File: config.mk
export PLATFORM = sky130hd
export DESIGN_NAME = mdc_output_reorder
export DESIGN_NICKNAME = d
export VERILOG_FILES = /design/src/rtl/mdc_output_reorder.sv
export SDC_FILE = /design/constraint.sdc
export NUM_CORES = 1
export LEC_CHECK = 0
export CAP_MARGIN = 20
export CORE_MARGIN = 2
export CORE_UTILIZATION = 57
export DETAILED_ROUTE_END_ITERATION = 8
export DONT_BUFFER_PORTS = 1
export GPL_ROUTABILITY_DRIVEN = 0
export HOLD_SLACK_MARGIN = 0.03
export PLACE_DENSITY = 0.77
export SLEW_MARGIN = 5
export SYNTH_ARGS = -nofsm -noshare
export SYNTH_HDL_FRONTEND = slang
export SYNTH_SLANG_ARGS = --single-unit
File: constraint.sdc
create_clock -name clk -period 3.5 [get_ports clk]
set_input_delay 0.525 -clock clk [delete_from_list [all_inputs] [get_ports clk]]
set_output_delay 0.525 -clock clk [all_outputs]
set_load 0.05 [all_outputs]
File: src/rtl/mdc_output_reorder.sv
// Ping-pong reorder buffer: turns the two-lane, bit-reversed beats of the last
// MDC stage into a serial, natural-order stream of 32 bins per frame.
module mdc_output_reorder #(
  parameter int WIDTH = 9
) (
  input  logic             clk,
  input  logic             rst_n,
  input  logic             in_valid,
  output logic             in_ready,
  input  logic [WIDTH-1:0] inUp_re,
  input  logic [WIDTH-1:0] inUp_im,
  input  logic [WIDTH-1:0] inLow_re,
  input  logic [WIDTH-1:0] inLow_im,
  output logic             out_valid,
  input  logic             out_ready,
  output logic [WIDTH-1:0] out_re,
  output logic [WIDTH-1:0] out_im,
  output logic [4:0]       out_index,
  output logic             out_last
);

  typedef enum logic [1:0] {
    BANK_EMPTY   = 2'd0,
    BANK_FILLING = 2'd1,
    BANK_FULL    = 2'd2
  } bank_state_t;

  // Beat k's upper bin bitrev5(k) is always even (k < 16), its lower bin is the
  // odd neighbour; so even/odd bins live in separate single-write arrays whose
  // row is the 4-bit reversal of k.
  function automatic logic [3:0] bitrev4(input logic [3:0] v);
    return {v[0], v[1], v[2], v[3]};
  endfunction

  bank_state_t          bank_state_r [2];
  logic                 wb_r;
  logic                 rb_r;
  logic [3:0]           wcnt_r;
  logic [4:0]           rcnt_r;
  logic [2*WIDTH-1:0]   even_mem_r [32];
  logic [2*WIDTH-1:0]   odd_mem_r  [32];

  logic                 wr_fire_s;
  logic                 rd_fire_s;
  logic [4:0]           wr_addr_s;
  logic [4:0]           rd_addr_s;
  logic [2*WIDTH-1:0]   rd_word_s;

  // Handshake decode, from registered bank state only.
  always_comb begin
    in_ready  = (bank_state_r[wb_r] != BANK_FULL);
    out_valid = (bank_state_r[rb_r] == BANK_FULL);
    wr_fire_s = in_valid && in_ready;
    rd_fire_s = out_valid && out_ready;
    wr_addr_s = {wb_r, bitrev4(wcnt_r)};
    rd_addr_s = {rb_r, rcnt_r[4:1]};
  end

  // Bank state machine, pointers and counters.
  always_ff @(posedge clk or negedge rst_n) begin
    if (!rst_n) begin
      bank_state_r[0] <= BANK_EMPTY;
      bank_state_r[1] <= BANK_EMPTY;
      wb_r            <= 1'b0;
      rb_r            <= 1'b0;
      wcnt_r          <= 4'd0;
      rcnt_r          <= 5'd0;
    end else begin
      // A write and a read never target the same bank: that would need one bank
      // to be FULL and not FULL at once.
      if (wr_fire_s) begin
        wcnt_r <= wcnt_r + 4'd1;
        if (wcnt_r == 4'd15) begin
          bank_state_r[wb_r] <= BANK_FULL;
          wb_r               <= ~wb_r;
        end else begin
          bank_state_r[wb_r] <= BANK_FILLING;
        end
      end
      if (rd_fire_s) begin
        rcnt_r <= rcnt_r + 5'd1;
        if (rcnt_r == 5'd31) begin
          bank_state_r[rb_r] <= BANK_EMPTY;
          rb_r               <= ~rb_r;
        end
      end
    end
  end

  // Sample storage; contents are deliberately not reset.
  always_ff @(posedge clk) begin
    if (wr_fire_s) begin
      even_mem_r[wr_addr_s] <= {inUp_re, inUp_im};
      odd_mem_r[wr_addr_s]  <= {inLow_re, inLow_im};
    end
  end

  // Output mux; data is forced to zero whenever no frame is being presented.
  always_comb begin
    if (rcnt_r[0]) begin
      rd_word_s = odd_mem_r[rd_addr_s];
    end else begin
      rd_word_s = even_mem_r[rd_addr_s];
    end
    out_index = rcnt_r;
    if (out_valid) begin
      out_re   = rd_word_s[2*WIDTH-1:WIDTH];
      out_im   = rd_word_s[WIDTH-1:0];
      out_last = (rcnt_r == 5'd31);
    end else begin
      out_re   = {WIDTH{1'b0}};
      out_im   = {WIDTH{1'b0}};
      out_last = 1'b0;
    end
  end

endmodule

Word-level counts from Yosys, hierarchy flattened
Memory sizes are Yosys's and may differ from the RTL's.
Index checks and enable logic that the tools add are counted.
{ "word_totals": {"elab_cells": 56, "register_bits": 15, "ramBits": 1152, "output_inout_bits": 26, "inputBits": 40, "mem_count": 2} }
{ "classes": {"eq_ne": 4, "add_sub_neg": 2, "n_reduce_logical": 6, "order_cmp": 4, "mux": 20, "bitwise": 12} }
{ "memory_table": {"columns": ["memory", "depth", "word_bits", "rd", "rd_ports_with_merged_regs", "write_ports", "line", "rtl"], "rows": [
  ["even_mem_r", 32, 18, 1, 0, 1, "40", "logic [2*WIDTH-1:0] even_mem_r [32];"],
  ["odd_mem_r", 32, 18, 1, 0, 1, "41", "logic [2*WIDTH-1:0] odd_mem_r [32];"]
]} }
{ "ops": {"columns": ["cell", "count"], "rows": [
  ["$mux W18", 1],
  ["$mux W9", 2],
  ["$mux W2", 8],
  ["$mux W4", 4],
  ["$add A5 B1 Y5 const B", 1],
  ["$eq A5 B5 Y1 const B", 1],
  ["$add A4 B1 Y4 const B", 1],
  ["$and A2 B2 Y2", 2],
  ["$and A4 B4 Y4", 1],
  ["$demux W2 S1", 2],
  ["$eq A4 B4 Y1 const B", 1],
  ["$ge A2 B2 Y1 const B", 2],
  ["$logic_and A1 B1 Y1", 4],
  ["$lt A2 B1 Y1 const B", 2],
  ["$not A1 Y2", 2],
  ["$not A2 Y2", 2],
  ["$not A4 Y4", 1],
  ["$or A2 B2 Y2", 2],
  ["$reduce_and A2 Y1", 2],
  ["$mux W1", 3],
  ["$eq A2 B2 Y1 const B", 1],
  ["$ne A2 B2 Y1 const B", 1],
  ["$not A1 Y1", 2]
]} }

Logic depth before layout (Yosys ltp)
{ "depth": {"ltp_word": 12, "depth_mapped": 10, "ltp_nobuf": 6} }

Worst setup path after synthesis
No wires, ideal clock.
{ "synth_timing": {"path_kind": "register -> register", "startpoint": "reg bank_state_r[1] (netlist bit)", "endpoint": "mem even_mem_r[20][0] (netlist bit), enable pin", "required_time_ns": 3.071, "arrival_ns": 2.937, "path_buffers": 0, "stages_incl_launch_ff": 6, "period_less_slack_ns": 3.367, "path_slack_ns": 0.133, "setup_time_ns": 0.429, "path_cell_list": "dfrtp_1 -> nor2b_1 -> a211oi_1 -> nor2b_1 -> nand3_1 -> nor2_1"} }
{ "synth_between": {"elab_chain_len": 7} }
{ "synth_rtl": {"columns": ["item", "line", "rtl"], "rows": [
  ["from (decl)", "35", "bank_state_t bank_state_r [2];"],
  ["$mux W2 (not written as such) (3 in a row)", "51", "in_ready = (bank_state_r[wb_r] != BANK_FULL);"],
  ["$ne A2 B2 Y1", "51", null],
  ["$logic_and A1 B1 Y1", "53", "wr_fire_s = in_valid && in_ready;"],
  ["$mux W1", "92", "if (wr_fire_s) begin"],
  ["$mux W1 (not written as such)", "93", "even_mem_r[wr_addr_s] <= {inUp_re, inUp_im};"],
  ["to (decl)", "40", null]
]} }
No other way between the ends. The select of a mux whose other input is x is not followed.

Final worst setup path
{ "layout_timing": {"startpoint": "reg rcnt_r[1] (netlist: out_index[1])", "endpoint": "out out_im[3]"} }
{ "layout_between": {"elab_chain_len": 3, "elab_cells_between_ends": 4, "cone_classes": "2 x mux; 2 x memory"} }
{ "layout_rtl": {"columns": ["item", "line", "rtl"], "rows": [
  ["from (decl)", "39", "logic [4:0] rcnt_r;"],
  ["from (signal assigned)", "81", "rcnt_r <= rcnt_r + 5'd1;"],
  ["$mem_v2 Z32 W18, on equally long branches", null, null],
  ["$mux W18 (*)", "100", "if (rcnt_r[0]) begin"],
  ["$mux W9 (*)", "106", "if (out_valid) begin"],
  ["to (decl)", "17", "output logic [WIDTH-1:0] out_im,"]
]} }
Mark *: on every way between the ends. The rest lies on a longest branch, timed or not.

==> results by stage <==
Synthesis:
- The commonest register cell after synthesis is sky130_fd_sc_hd__edfxtp_1.
- The fraction of the mapped netlist area in compound gates is 2.61%.
- Counting flops with an async set or reset pin after synthesis yields a share of 1.29%.
- The number of flops mapped to enable cells by yosys is 1152.
- The count of cell types in the netlist is 49.
- The largest family of logic cells by synthesized area is multiplexers.
- The share of cell area taken by muxes after synthesis is 15.8%.
- The area share of and/or/nand/nor cells after synthesis is 1.67%.
- The synthesized netlist occupies a cell area of 0.0447 mm^2.
- The post-synthesis share of cell area spent on full adders, half adders and majority gates is 0.0840%.
- The Yosys step of the flow raised 0 warnings.
- The portion of the post-synthesis area used by sequential elements is 78.2%.
- The average instance in the mapped netlist occupies 22.7 um^2.
- Synthesis produced a netlist with a net count of 2013.
- In the synthesized netlist, the number of instances is 1970.
- The synthesis-stage register bit count is 1167.
- The synthesized-area fraction occupied by xor and xnor cells is 0.157%.

Clock tree:
- The clock buffer count from CTS is 109.
- Clock tree synthesis found a total of 1167 sinks.
- At the later pin of the worst-skew pair, clock insertion delay measures 0.69 ns.
- The TritonCTS clock tree is done.
- The maximum root-to-sink buffer count is 3.
- The H-tree was split into 3 levels.
- Clock-pin slew was measured on the worst setup and hold paths at 0.06 ns.
- The root cell of the clock tree is sky130_fd_sc_hd__clkbuf_16.

Setup path:
- STA classifies the critical path endpoint as a primary output.
- In this design, the largest share of critical-path delay is due to buffers and inverters.
- The critical path goes through buf_12, buf_12, buf_12, clkbuf_16, mux4_2, o21ai_0, nand3_2, a32o_2, buf_12.
- Among all stages on the critical path, the largest delay is contributed by sky130_fd_sc_hd__mux4_2.
- In this run the critical register-to-register path is launched from wb_r.
- The dominant cell type by count on the critical path is sky130_fd_sc_hd__buf_12.
- The worst setup path is launched from a flip-flop.
- The critical setup path kind is flip-flop to primary output.
- The worst path required time is 2.97 ns.
- For this run, the slowest stage of the critical path takes 0.50 ns.
- The buffering stage count on the worst path with inverters included is 5.
- The highest net fanout along the worst path is 8.
- The data arrival at the endpoint of the critical path is 3.19 ns.
- The first element of the critical path is out_index[1].

Floorplan:
- The die footprint is 0.0807 mm^2.
- Once the floorplan was initialized, standard cells occupied 57.6% of the core.
- From left edge to right edge, the die measures 284 um.
- In this run the count of I/O pins placed on the die edge is 66.
- The die height is 284 um.
- The row count is 102.
- The region available for standard cell placement spans 0.0776 mm^2.

Global routing:
- The overflow left after global routing is 0.
- The number of global-route vias before repair is 23.8k.
- The total routing usage reported by global routing is 30.4%.
- The initial antenna violation count is 3.
- Entering global routing, the biggest net connects 67 pins.
- The global-route wire length before repair is 172000 um.

Run status:
- The run finished, with violations left.
- The final reports fail on negative setup slack.

Detailed routing:
- The total detailed-routing wirelength is 126000 um.
- The pre-antenna-repair detailed-routing pass consisted of 6 iterations.
- After detailed routing, the average wire length per cell comes to 37.2 um.
- After the first detailed-routing iteration, the DRC count stood at 3693.
- The final route contains 23.6k vias.
- The mean number of vias per cell is 7.00.
- The count of nets left with antenna violations after detail routing is 0.
- For this run, design rule violations remaining after detail routing come to 0.

Power:
- The power per cell area is 579 mW/mm^2.
- The static leakage is 16.4 nW.
- The worst vdd rail ir drop is 0.000474 V.

Placed design:
- The count of buffers added on input and output ports is 0.
- The half-perimeter wire length after placement is 60300 um.
- The number of cells in the design after placement is 3044.
- The worst-case setup slack after placement is 0.277 ns.

Layout:
- After the last flow step, the layout net total stands at 2287.
- Cells with a size suffix above 1 make up 34.2% of the layout.
- The most frequent standard cell in the layout excluding fill and tap cells is sky130_fd_sc_hd__edfxtp_1.
- The top cell types in the final layout, fill and taps aside, are 1152 x sky130_fd_sc_hd__edfxtp_1, 275 x sky130_fd_sc_hd__mux4_2, 117 x sky130_fd_sc_hd__clkbuf_16.
- Once layout is complete, the cells apart from fillers number 3375.
- Compared with the post-synthesis result, the final layout area differs by 19.4%.
- Cells fill 68.8% of the core in the end.

STA:
- The fmax is 269 MHz.
- The worst clock skew is 0.0295 ns.
- Setup repair after global routing could not meet its margin everywhere.
- At the pin with the least slew margin, the transition time is 1.14 ns.
- The period utilization is 106%.
- The tightest slew margin relative to the limit is 23.8%.
- In the post-route analysis, the smallest setup slack over all paths is -0.214 ns.
- The number of pins with negative max-slew slack in the final report came to 0.
- The post-route minimum period is 3.71 ns.
- Setup violations remaining at the end of the flow were counted as 18.
- The final number of hold-violating endpoints is 0.

Flow run:
- Across the run, the number of max-cap violations was 0.

Worst hold path:
- The worst hold path begins at out_ready.
- The path class of the tightest hold or removal check is input port to flip-flop.
per-stage QoR:
stage	total power, mW	area (um^2)	hold WS, ns	setup TNS [ns]
after floorplan	17.8	44700	0.229	0
after global placement	18.7	47500	0.230	0
after detailed placement	18.8	47500	0.230	0
after CTS	30.7	52500	0.0814	-1.64
after global routing	31.6	53400	0.0948	-3.20
final	30.9	53400	0.0929	-2.52
where the power goes:
| group | leakage, nW | switching, mW | internal, mW |
|---|---|---|---|
| Combinational | 4.07 | 1.62 | 0.698 |
| Sequential | 10.6 | 0.306 | 16.3 |
| Clock | 1.73 | 5.20 | 6.74 |
repair_timing:
action,4_1_cts,5_1_grt
setup buffers,38,21
gates resized for setup,84,61
endpoints found under the setup margin,18,18
pin swaps,8,21
hold endpoints to repair,1169,0
gates cloned,8,6
hold buffers,38,0
area by class of cell:
class / instances / area, um^2
Antenna cell: 3 / 7.51
Clock buffer: 135 / 2850
Clock inverter: 64 / 698
Fill cell: 4518 / 24200
Inverter: 1 / 3.75
Multi-Input combinational cell: 693 / 9800
Sequential cell: 1167 / 35000
Tap cell: 1040 / 1300
Timing Repair Buffer: 272 / 3740
kinds of logic (layout without fill, tap and decap cells):
kind of cell / count (synthesis) / in the layout
AO/OA/AOI/OAI: 165 / 165
XOR/XNOR: 8 / 8
adder cells (fa/ha/maj): 3 / 3
buffers and inverters: 110 / 472
flip-flops: 1167 / 1167
multiplexers: 361 / 361
other: 0 / 3
AND/OR/NAND/NOR: 156 / 156
worst reg2reg max path, stage by stage (launching register included):
cell and delay, ns:
sky130_fd_sc_hd__dfrtp_1 0.50, sky130_fd_sc_hd__nor3_1 0.46, sky130_fd_sc_hd__nand2_1 0.35, sky130_fd_sc_hd__nor2_4 0.58
sky130_fd_sc_hd__buf_12 0.34
final timing paths:
check                                    to  slack, ns  depth (start not counted)
min reg2reg                 bank_state_r[0]       0.57                          2
max in group asynchronous      out_index[2]       2.58                          1
min in group asynchronous              wb_r       0.36                          1
max                               out_im[3]      -0.21                          9
max reg2reg                odd_mem_r[11][9]       0.93                          4
min                            out_index[2]       0.09                          2
synth_stat cells, types with 18 or more instances:
library cell	number	share of area, %
sky130_fd_sc_hd__o21ai_0	23	0.26
sky130_fd_sc_hd__mux2i_1	72	1.6
sky130_fd_sc_hd__nand3_1	18	0.20
sky130_fd_sc_hd__a211oi_1	23	0.39
sky130_fd_sc_hd__nor2_1	44	0.37
sky130_fd_sc_hd__buf_4	29	0.49
sky130_fd_sc_hd__mux4_2	275	14
sky130_fd_sc_hd__buf_2	34	0.38
sky130_fd_sc_hd__clkbuf_1	33	0.28
sky130_fd_sc_hd__o22ai_1	44	0.62
sky130_fd_sc_hd__edfxtp_1	1152	77
sky130_fd_sc_hd__nand2_1	40	0.34
sequential cells by signal, summed over array words and instances, names as in the netlist:
signal        cells
rb_r              1
odd_mem_r       576
wb_r              1
even_mem_r      576
wcnt_r            4
out_index         5
bank_state_r      4
layer usage:
metal | share of wire (%) | routed length (um) | global-route usage [%]
met1 | 34 | 42500 | 39.0
met4 | 5.0 | 6330 | 13.5
met5 | 0.010 | 13 | 0
met3 | 10 | 13100 | 6.05
met2 | 51 | 63500 | 50.9
No activity file was read; power rests on OpenSTA's default activity.
